<file path="config.mk">
export PLATFORM = sky130hd
export DESIGN_NAME = ternary_matvec_lanes
export DESIGN_NICKNAME = d
export VERILOG_FILES = /design/src/rtl/config_pkg.sv /design/src/rtl/ternary_mac_lanes.sv /design/src/rtl/ternary_matvec_lanes.sv
export SDC_FILE = /design/constraint.sdc
export NUM_CORES = 1
export LEC_CHECK = 0
export ABC_AREA = 1
export CELL_PAD_IN_SITES_DETAIL_PLACEMENT = 1
export CELL_PAD_IN_SITES_GLOBAL_PLACEMENT = 1
export CORE_ASPECT_RATIO = 0.5
export CORE_MARGIN = 2
export CORE_UTILIZATION = 40
export CTS_CLUSTER_SIZE = 10
export DETAILED_ROUTE_END_ITERATION = 8
export MAX_ROUTING_LAYER = met4
export PLACE_DENSITY_LB_ADDON = 0.1
export SKIP_LAST_GASP = 1
export SYNTH_ARGS = -nofsm -noshare
export SYNTH_HDL_FRONTEND = slang
export SYNTH_SLANG_ARGS = --single-unit
</file>
<file path="constraint.sdc">
create_clock -name clk_i -period 9.59 [get_ports clk_i]
set_input_delay 1.918 -clock clk_i [delete_from_list [all_inputs] [get_ports clk_i]]
set_output_delay 1.918 -clock clk_i [all_outputs]
set_load 0.005 [all_outputs]
</file>
<file path="src/rtl/config_pkg.sv">
// Shared types and constants for the ternary matrix-vector unit.
//   fixed_point_t : signed 16-bit Q8.8 vector element (+1.0 == 256)
//   ddr_address_t : DDR beat address
//   ddr_data_t    : one DDR read beat, packed 2-bit weights in the low bits
//   ternary_t     : 2-bit weight code (ZERO/POS/NEG, RSVD treated as zero)
//   state_t       : controller states of ternary_matvec_lanes
package config_pkg;

  localparam int FP_W       = 16;
  localparam int DDR_ADDR_W = 32;
  localparam int DDR_DATA_W = 64;
  localparam int TERNARY_W  = 2;

  typedef logic signed [FP_W-1:0]  fixed_point_t;
  typedef logic [DDR_ADDR_W-1:0]   ddr_address_t;
  typedef logic [DDR_DATA_W-1:0]   ddr_data_t;

  localparam fixed_point_t FP_MAX = 16'sh7FFF;
  localparam fixed_point_t FP_MIN = 16'sh8000;

  typedef enum logic [TERNARY_W-1:0] {
    ZERO = 2'b00,
    POS  = 2'b01,
    RSVD = 2'b10,
    NEG  = 2'b11
  } ternary_t;

  typedef enum logic [2:0] {
    ST_IDLE,
    ST_LOAD,
    ST_REQ,
    ST_WAIT,
    ST_WRITE
  } state_t;

endpackage

</file>
<file path="src/rtl/ternary_mac_lanes.sv">
// Combinational LANES-wide ternary multiply-accumulate.
//   i_w   : LANES packed 2-bit weight codes, lane k in bits [2k+1:2k]
//   i_x   : LANES packed fixed-point operands, lane k in bits [16k+15:16k]
//   o_sum : exact signed sum of all lane products
// Each product is 0, +x or -x, so one extra bit covers -(-32768); log2(LANES)
// more bits make the lane sum exact.
module ternary_mac_lanes
  import config_pkg::*;
#(
  parameter int LANES = 8,
  parameter int SUM_W = FP_W + 1 + $clog2(LANES)
) (
  input  logic [TERNARY_W*LANES-1:0] i_w,
  input  logic [FP_W*LANES-1:0]      i_x,
  output logic signed [SUM_W-1:0]    o_sum
);

  logic signed [FP_W:0] w_prod [LANES];

  for (genvar gi = 0; gi < LANES; gi++) begin : g_mul
    ternary_t             w_code;
    logic signed [FP_W:0] w_x_ext;
    assign w_code  = ternary_t'(i_w[gi*TERNARY_W +: TERNARY_W]);
    assign w_x_ext = {i_x[gi*FP_W + FP_W - 1], i_x[gi*FP_W +: FP_W]};
    // RSVD behaves like ZERO.
    assign w_prod[gi] = (w_code == POS) ? w_x_ext :
                        (w_code == NEG) ? -w_x_ext : '0;
  end

  always_comb begin
    o_sum = '0;
    for (int k = 0; k < LANES; k++) begin
      o_sum = o_sum + SUM_W'(w_prod[k]);
    end
  end

endmodule

</file>
<file path="src/rtl/ternary_matvec_lanes.sv">
// Ternary matrix-vector unit: y = W*x, W is DIM x DIM ternary, x/y fixed-point.
// Snapshots x from vector memory, streams packed weights from DDR (LANES per
// beat, one outstanding read), accumulates LANES products per beat and writes
// y[r] back to vector memory row r.
// Ports:
//   clk_i, rst_i               clock, synchronous active-high reset
//   in_valid_i / in_ready_o    start handshake (ready only in IDLE)
//   matrix_memory_address_i    base beat address of row-major packed W
//   done_o                     pulse coincident with the final write
//   vector_w_en/addr/data_o    vector memory write port
//   vector_r_addr_o / _data_i  vector memory read port, data one cycle later
//   ddr_address_o, ddr_r_en_o  DDR beat request
//   ddr_r_data_i, ddr_r_valid_i DDR read response
// Build option: define TERNARY_MATVEC_SATURATE_EN to clamp y to the
// fixed-point range; otherwise y is the two's-complement wrap of the sum.
module ternary_matvec_lanes
  import config_pkg::*;
#(
  parameter int DIM     = 16,
  parameter int LANES   = 8,
  parameter int GUARD_W = $clog2(DIM) + 1
) (
  input  logic                    clk_i,
  input  logic                    rst_i,
  output logic                    in_ready_o,
  input  logic                    in_valid_i,
  input  logic [DDR_ADDR_W-1:0]   matrix_memory_address_i,
  output logic                    done_o,
  output logic                    vector_w_en_o,
  output logic [$clog2(DIM)-1:0]  vector_w_addr_o,
  output logic [FP_W-1:0]         vector_w_data_o,
  output logic [$clog2(DIM)-1:0]  vector_r_addr_o,
  input  logic [FP_W-1:0]         vector_r_data_i,
  output logic [DDR_ADDR_W-1:0]   ddr_address_o,
  output logic                    ddr_r_en_o,
  input  logic [DDR_DATA_W-1:0]   ddr_r_data_i,
  input  logic                    ddr_r_valid_i
);

  localparam int BEATS = DIM / LANES;
  localparam int RW    = $clog2(DIM);
  localparam int BW    = (BEATS > 1) ? $clog2(BEATS) : 1;
  localparam int IW    = $clog2(DIM + 1);
  localparam int ACC_W = FP_W + GUARD_W;
  localparam int SUM_W = FP_W + 1 + $clog2(LANES);

  state_t                   r_state, w_state_next;
  logic [DDR_ADDR_W-1:0]    r_base;
  logic [RW-1:0]            r_row;
  logic [BW-1:0]            r_beat;
  logic [IW-1:0]            r_idx;
  logic signed [FP_W-1:0]   r_xbuf [DIM];
  logic signed [ACC_W-1:0]  r_acc;

  logic [LANES*FP_W-1:0]    w_x_lanes;
  logic signed [SUM_W-1:0]  w_mac_sum;
  logic signed [FP_W-1:0]   w_result;
  logic [RW-1:0]            w_cap_idx;
  logic                     w_last_beat, w_last_row, w_load_done;

  assign w_last_beat = (r_beat == BW'(BEATS - 1));
  assign w_last_row  = (r_row == RW'(DIM - 1));
  assign w_load_done = (r_idx == IW'(DIM));
  // Read data lags the address by one cycle, so cycle i captures x[i-1].
  assign w_cap_idx   = RW'(r_idx - 1'b1);

  // Lane k of beat b multiplies x[b*LANES + k].
  for (genvar gi = 0; gi < LANES; gi++) begin : g_lane
    assign w_x_lanes[gi*FP_W +: FP_W] = r_xbuf[RW'(int'(r_beat) * LANES + gi)];
  end

  ternary_mac_lanes #(
    .LANES (LANES),
    .SUM_W (SUM_W)
  ) u_mac (
    .i_w   (ddr_r_data_i[TERNARY_W*LANES-1:0]),
    .i_x   (w_x_lanes),
    .o_sum (w_mac_sum)
  );

  if (TERNARY_W * LANES < DDR_DATA_W) begin : g_unused
    logic w_unused_ddr;
    assign w_unused_ddr = ^ddr_r_data_i[DDR_DATA_W-1:TERNARY_W*LANES];
  end

`ifdef TERNARY_MATVEC_SATURATE_EN
  localparam logic signed [ACC_W-1:0] ACC_MAX = ACC_W'(FP_MAX);
  localparam logic signed [ACC_W-1:0] ACC_MIN = ACC_W'(FP_MIN);
  always_comb begin
    if (r_acc > ACC_MAX)      w_result = FP_MAX;
    else if (r_acc < ACC_MIN) w_result = FP_MIN;
    else                      w_result = r_acc[FP_W-1:0];
  end
`else
  assign w_result = r_acc[FP_W-1:0];
`endif

  always_comb begin
    w_state_next  = r_state;
    in_ready_o    = 1'b0;
    done_o        = 1'b0;
    vector_w_en_o = 1'b0;
    ddr_r_en_o    = 1'b0;
    unique case (r_state)
      ST_IDLE: begin
        in_ready_o = 1'b1;
        if (in_valid_i) w_state_next = ST_LOAD;
      end
      ST_LOAD: begin
        if (w_load_done) w_state_next = ST_REQ;
      end
      ST_REQ: begin
        ddr_r_en_o   = 1'b1;
        w_state_next = ST_WAIT;
      end
      ST_WAIT: begin
        if (ddr_r_valid_i) w_state_next = w_last_beat ? ST_WRITE : ST_REQ;
      end
      ST_WRITE: begin
        vector_w_en_o = 1'b1;
        if (w_last_row) begin
          done_o       = 1'b1;
          w_state_next = ST_IDLE;
        end else begin
          w_state_next = ST_REQ;
        end
      end
      default: w_state_next = ST_IDLE;
    endcase
  end

  assign vector_r_addr_o = (r_state == ST_LOAD) ? r_idx[RW-1:0] : '0;
  assign vector_w_addr_o = (r_state == ST_WRITE) ? r_row : '0;
  assign vector_w_data_o = (r_state == ST_WRITE) ? w_result : '0;
  // Address is only meaningful while a beat is requested or awaited.
  assign ddr_address_o   = (r_state == ST_REQ || r_state == ST_WAIT) ?
                           r_base + DDR_ADDR_W'(r_row) * DDR_ADDR_W'(BEATS)
                                  + DDR_ADDR_W'(r_beat) : '0;

  always_ff @(posedge clk_i) begin
    if (rst_i) begin
      r_state <= ST_IDLE;
      r_base  <= '0;
      r_row   <= '0;
      r_beat  <= '0;
      r_idx   <= '0;
      r_acc   <= '0;
      for (int k = 0; k < DIM; k++) r_xbuf[k] <= '0;
    end else begin
      r_state <= w_state_next;
      case (r_state)
        ST_IDLE: begin
          if (in_valid_i) begin
            r_base <= matrix_memory_address_i;
            r_row  <= '0;
            r_beat <= '0;
            r_idx  <= '0;
            r_acc  <= '0;
          end
        end
        ST_LOAD: begin
          r_idx <= r_idx + 1'b1;
          if (r_idx != '0) r_xbuf[w_cap_idx] <= vector_r_data_i;
        end
        ST_WAIT: begin
          if (ddr_r_valid_i) begin
            r_acc <= r_acc + ACC_W'(w_mac_sum);
            if (!w_last_beat) r_beat <= r_beat + 1'b1;
          end
        end
        ST_WRITE: begin
          r_acc  <= '0;
          r_beat <= '0;
          if (!w_last_row) r_row <= r_row + 1'b1;
        end
        default: ;
      endcase
    end
  end

endmodule

</file>
==> results of run 1 <==
==> power groups by stage <==
stage	combinational [mW]	clock (mW)	sequential [mW]
after floorplan	1.93	0	1.61
after global placement	3.09	0	1.62
after detailed placement	3.20	0	1.62
after CTS	3.22	1.43	1.59
after global routing	3.70	1.47	1.60
final	3.27	1.40	1.59
==> cells by family after synthesis <==
group	share of synthesized area [%]
simple gates	26.3
buf+inv	9.27
compound gates	11.0
flops	41.1
fa+ha+maj	10.7
xor+xnor	1.37
mux	0.299
==> synthesized netlist by cell type, drive strengths merged, types with 10 or more instances <==
cell type / n / area share [%]
a31oi: 10 / 0.29
nand2: 616 / 11
a21oi: 190 / 4.4
ha: 63 / 3.6
fa: 77 / 7.1
nand4: 16 / 0.46
xnor2: 10 / 0.40
dfxtp: 62 / 5.7
xor2: 24 / 0.97
nand3: 106 / 2.6
clkbuf: 66 / 1.1
edfxtp: 256 / 35
or2: 29 / 0.83
nor3: 60 / 1.4
o21ai: 185 / 4.4
o22ai: 10 / 0.29
nor2: 506 / 9.0
buf: 32 / 1.4
inv: 384 / 6.6
==> layout by cell type, fill, tap and decap left out, types with 26 or more instances in the layout <==
cell type / instances
nand3_1: 101
buf_4: 100
dfxtp_1: 61
clkbuf_1: 26
ha_1: 63
clkdlybuf4s50_1: 125
fa_1: 76
clkbuf_16: 41
nor3_1: 58
nand2_1: 595
nor2_1: 488
edfxtp_1: 256
a21oi_1: 187
o21ai_0: 160
inv_1: 381
==> area by class of cell <==
class	count	area, µm²	area share, %
clock inverter	3	15.0	0.0593
clock buffer	67	1120	4.44
inverter	391	1470	5.81
tap	713	892	3.53
multi-input combinational	1988	10800	42.8
sequential	318	8930	35.3
timing repair buffer	227	2030	8.01
==> layer usage <==
layer | track usage (%) | wire length, µm
met5 | - | 0
met4 | 4.74 | 1220
met3 | 3.62 | 4120
met2 | 43.0 | 33000
met1 | 36.8 | 34700
==> state kept, by name (all words and copies together) (netlist names), named ones only <==
register and flops:
r_idx 5, r_xbuf 256, r_state 3, r_beat 1
r_row 4, r_acc 16, r_base 32
==> worst max-delay path: cells and delay by family <==
kind	cells	cell delay (ns)
AOI/OAI and AO/OA	9	1.20
and+or+nand+nor	10	1.16
adders and majority gates	8	3.38
buffers and inverters	9	1.23
xor gates and xnor gates	2	0.64
==> per-stage QoR <==
stage,hold slack [ns],utilization [%],power (mW)
floorplan,0.448,-,3.54
global placement,0.463,44.8,4.71
detailed placement,0.475,44.8,4.82
CTS,0.482,47.0,6.25
global route,0.516,47.1,6.78
finish,0.480,47.1,6.27
==> final timing paths <==
path | depth (start not counted) | to | slack [ns] | startpoint
min reg2reg | 2 | r_base[31] | 0.48 | r_base[31]
min | 2 | r_base[31] | 0.48 | r_base[31]
max reg2reg | 39 | r_acc[15] | 1.21 | r_beat
max | 38 | r_acc[15] | 0.55 | ddr_r_data_i[0]
==> timing repair <==
action,4_1_cts,5_1_grt
gates resized for setup,1,14
pin swaps,0,4
endpoints found under the setup margin,1,4
gates cloned,0,0
setup buffers,0,2
==> metrics, run 1 <==
status=complete, no violations; yosys warns=0; Switch Pwr=2.53 mW; I/O pin total=176; Clk pwr share=22.4%; worst ir drop on vdd=0.177 mV; unrepaired setup endpoints after global routing=no; Primary FF master, synth=edfxtp_1; die width=334 µm; Worst EP required=10.07 ns; Layout area overhead=16.4%; Starting Density=40.4%; Total GRT Usage=26.8%; pwr/cell area=248 nW/µm²; post-synthesis area per instance=7.78 µm²; layout filler cell count=6628; Finish-stage setup viols=0; Sw Ratio=40.4%; count of input and output buffers=127; sequential fraction of design power=25.4%; Max-Cap Viols=0; setup_tns=0 ns; ys async rst share=0%; Std-Cell Rows=60; cell internal pwr=3.74 mW; first-pass GRT wire length=112 mm; final net count=3220; Final Cell Area=25300 µm²; clk slew on worst S/H paths=0.06 ns; Num CTS Buffers=38; Leak=11.2 nW; Cell variety after synth=58; Routed Antenna Nets=0; Inst Count DP=3635; worst slew pin tran=1.25 ns; core area=53800 µm²; worst setup margin=0.550 ns; Post-Syn Area=21700 µm²; Vias=19400; Die H=169 µm; vias per cell=5.23; hold buffer count at CTS=0; Mapped Nets=3051; Clock Latency Late Sink=0.55 ns; Crit. End Element=flop; Synth Register Bits=318; grt ovf=0; Final Cycle Share=94.3%; fmax=0.111 GHz; sequential share of the synthesized area=41.1%; number of synthesized flops with an enable pin=256; Area after DPL=24100 µm²; clock buffer depth=3; Crit Path Category=in2reg; dpl ws=-0.500 ns; DRC viols=0; Logic pwr share=52.2%; clock sinks=318; Critical Path Source Type=input pin; Hold WC Path Type=reg2reg; Die ar.=56300 µm²; DPL Wire Length=53.8 mm; First-pass DRT Iterations=5; Critical Path Fanout Max=2; Slowest cell on crit path=fa_1; htree depth=2; final hold vios=0; gate count of the mapped netlist=2795; diodes inserted=0; Setup Skew=0.0193 ns; Starting DRT DRC Count=1258; initial antenna violation count=3; Post-Layout Cell Count=3707; WL/cell=19.7 µm; share of cells above drive strength 1=7.65%; CTS tree=done; Routability Congestion=0.898; Tmin final=9.04 ns; CTS root buffer=clkbuf_16; Largest stage delay, worst path=0.56 ns; Worst EP arrival=9.52 ns; largest net degree at the start of global routing=59; vias in the first global route=19500; worst rel slew slack=16.3%; Routed WL=73.1 mm; fin. max-slew vios=0
Power figures use the tool's default switching activity.
==> run 2: changes to the inputs <==
Settings changed: ABC_AREA 1 to unset, CORE_UTILIZATION 40 to 42, RECOVER_POWER set to 50, SETUP_SLACK_MARGIN set to 0.2.
==> run 2 against run 1 <==
The flow now finishes with violations (capacitance limit, slew limit); highest routed layer unchanged; clock-buffer cell count fell by 8; sequential power barely moved; register-to-register slack lost 0.18 ns; utilization increased by 1.8 points; synthesized cell count is 18% lower; routed wire length shrank 6.2%; critical endpoint unchanged.
==> metrics, run 2 <==
status=finished, violations left; failing checks=capacitance limit, slew limit; Primary FF master, synth=edfxtp_1; Starting DRT DRC Count=882 (-30%); Total GRT Usage=25.9% (-0.90 points); Hold EP=r_base[4]; worst rel slew slack=-110% (-130 points); final net count=2656 (-18%); most common cell after layout, fill and taps aside=edfxtp_1; Routability Congestion=0.899 (about the same); clock sinks=318 (unchanged); Worst R2R Start=r_beat; layout filler cell count=5815 (-12%); largest net degree at the start of global routing=89 (+51%); Min Hold Slack=0.465 ns (-0.0151 ns); worst ir drop on vdd=0.197 mV (+12%); top cells by area, synth=edfxtp_1 (35%), and2_1 (8.1%), fa_1 (7.0%); Core Util, Final=48.8% (+1.8 points); yosys warns=0 (unchanged); Max-Cap Viols=1 (+1); Routed WL=68.5 mm (-6.2%); gate count of the mapped netlist=2281 (-18%); post-synthesis area per instance=9.67 µm² (+24%); DPL Wire Length=49.5 mm (-7.9%); Largest regs=r_xbuf (256), r_base (32), r_acc (16); most frequent cells in the layout=edfxtp_1 (256), nand2_1 (210), nor2_1 (168); Mapped Nets=2537 (-17%); Final Cell Area=25300 µm² (+0.16%); Worst EP required=9.88 ns (-0.19 ns); Hold WC Path Type=reg2reg; final hold vios=0 (unchanged); Setup Skew=0.0215 ns (+0.00221 ns); Finish-stage setup viols=0 (unchanged); Routed Antenna Nets=0 (unchanged); count of input and output buffers=127 (unchanged); Worst EP arrival=9.38 ns (-0.14 ns); htree depth=2 (unchanged); Synth top area share=34.9% (-0.51 points); Top Metal Used=met4; clk slew on worst S/H paths=0.06 ns (about the same); Cell variety after synth=76 (+31%); first-pass GRT wire length=105 mm (-7.0%); most frequent cell after synthesis=and2_1; Area after DPL=24300 µm² (+0.63%); footprint of the multi-input gates=12300 µm² (+13%); First-pass DRT Iterations=5 (unchanged); Crit. End Element=flop; Die H=166 µm (-1.7%); Crit Path Category=in2reg; Num CTS Buffers=38 (unchanged); Clock Latency Late Sink=0.54 ns (about the same); number of synthesized flops with an enable pin=256 (unchanged); Layout area overhead=14.9%; Post-Syn Area=22100 µm² (+1.5%); Met3 Wirelength=4.31 mm (+4.7%); postcts setup bufs=0 (unchanged); Leak=9.42 nW (-16%); DRC viols=0 (unchanged); storage element area=8930 µm² (unchanged); CTS tree=done; most used cell along the critical path=fa_1; Starting Density=42.5% (+2.1 points); max reg flops=256 (unchanged); unrepaired setup endpoints after global routing=no; vias in the first global route=17600 (-9.7%); worst slew pin tran=3.14 ns (+1.89 ns); Std-Cell Rows=59 (-1.7%); grt ovf=0 (unchanged); CTS root buffer=clkbuf_16; reg2reg setup slack=1.03 ns (-0.18 ns); Critical Path Fanout Max=3 (+1); Largest stage delay, worst path=0.72 ns (+0.16 ns); Routed met1 length=31.9 mm (-8.2%); setup_tns=0 ns (unchanged); die width=328 µm (-1.7%); worst r2r dst=r_acc[15]; Die ar.=54500 µm² (-3.3%); WL/cell=21.9 µm (+11%); vias per cell=5.47 (+4.7%); Synth Register Bits=318 (unchanged); fmax=0.110 GHz (-0.54%); cell taking the most area after synthesis=edfxtp_1; Vias=17100 (-12%); wire length on met2=31.2 mm (-5.6%); initial antenna violation count=4 (+1); clock buffer depth=3 (unchanged); Tmin final=9.09 ns (+0.0494 ns); core area=51900 µm² (-3.5%); Critical Path Source Type=input pin; Slowest cell on crit path=fa_1; Final Cycle Share=94.8% (+0.52 points); Largest Register=r_xbuf; hold path startpoint=r_base[4]; pwr/cell area=210 nW/µm² (-15%); Hold Path Depth=2 (unchanged); I/O pin total=176 (unchanged); r2r worst-path depth=27 (-31%); sequential share of the synthesized area=40.5% (-0.59 points); ys async rst share=0% (unchanged); fin. max-slew vios=69 (+69); share of cells above drive strength 1=6.52% (-1.1 points); synth cell count leaders=and2_1 (285), edfxtp_1 (256), nand2_1 (210)
## run 2: cell types whose count changed in the layout (fill, tap and decap cells not counted), sizes merged, moves of 20 or more
cell	change
and2	+284
nand3	-81
or3	+20
o21ai	-92
nor2	-338
a21oi	-61
and3	+35
nand2	-406
inv	-271
xor2	+40
xnor2	+73
nand2b	+20
mux2i	+112
buf	-47
## run 2: metal layers
layer / global-route usage (%) / vias to the layer above
met1: 34.9 / 8538
met5: - / -
met4: 4.67 / 0
met2: 40.5 / 336
li1: - / 8156
met3: 5.82 / 65
## run 2: critical path, delay by kind of cell
| family | cells | cell delay (ns) |
|---|---|---|
| XOR/XNOR | 3 | 0.50 |
| buffers and inverters | 4 | 0.85 |
| AO/OA/AOI/OAI | 11 | 1.98 |
| adder cells (fa/ha/maj) | 8 | 3.74 |
| AND/OR/NAND/NOR | 3 | 0.39 |
## run 2: per-stage QoR
stage / setup slack (ns) / instances / power, mW
3_5_place_dp: 0.00473 / 3061 / 3.90
6_report: 0.500 / 3126 / 5.33
3_3_place_gp: 0.0425 / 3061 / 3.86
5_1_grt: 0.108 / 3125 / 5.68
2_1_floorplan: 0.212 / 2281 / 3.10
4_1_cts: 0.489 / 3124 / 5.27
## run 2: kinds of logic after synthesis
group	synth area share, %
AOI/OAI and AO/OA	9.67
xor gates and xnor gates	6.05
adders and majority gates	10.6
buffers and inverters	4.02
DFF	40.5
muxes	6.04
and+or+nand+nor	23.2
## run 2: how the worst max path moves through the flow
stage | startpoint | endpoint
2_1_floorplan | r_beat | r_acc[15]
3_3_place_gp | ddr_r_data_i[3] | r_acc[15]
6_report | ddr_r_data_i[3] | r_acc[15]
5_1_grt | ddr_r_data_i[3] | r_acc[15]
4_1_cts | ddr_r_data_i[3] | r_acc[15]
3_5_place_dp | ddr_r_data_i[3] | r_acc[15]
## run 2: where the power goes
part           total (mW)  leakage [nW]  internal [mW]  switching (mW)
logic                2.41          5.75           1.05            1.36
registers            1.57          3.15           1.54          0.0368
clock network        1.34         0.520          0.750           0.593
## run 2: repair_timing
| item | CTS | global route |
|---|---|---|
| endpoints found under the hold margin | 0 | 0 |
| hold buffers | 0 | 0 |
| endpoints found under the setup margin | 0 | 3 |
| gates resized for setup | 0 | 14 |
## run 2: final cells by class
| class | count | share of cell area (%) |
|---|---|---|
| multi-input cells | 1734 | 48.5 |
| inverters | 116 | 1.72 |
| well taps | 701 | 3.46 |
| diodes | 2 | 0.0197 |
| clock inverters | 4 | 0.0938 |
| repair buffers | 192 | 6.79 |
| clock buffers | 59 | 4.15 |
| flip-flops and latches | 318 | 35.2 |
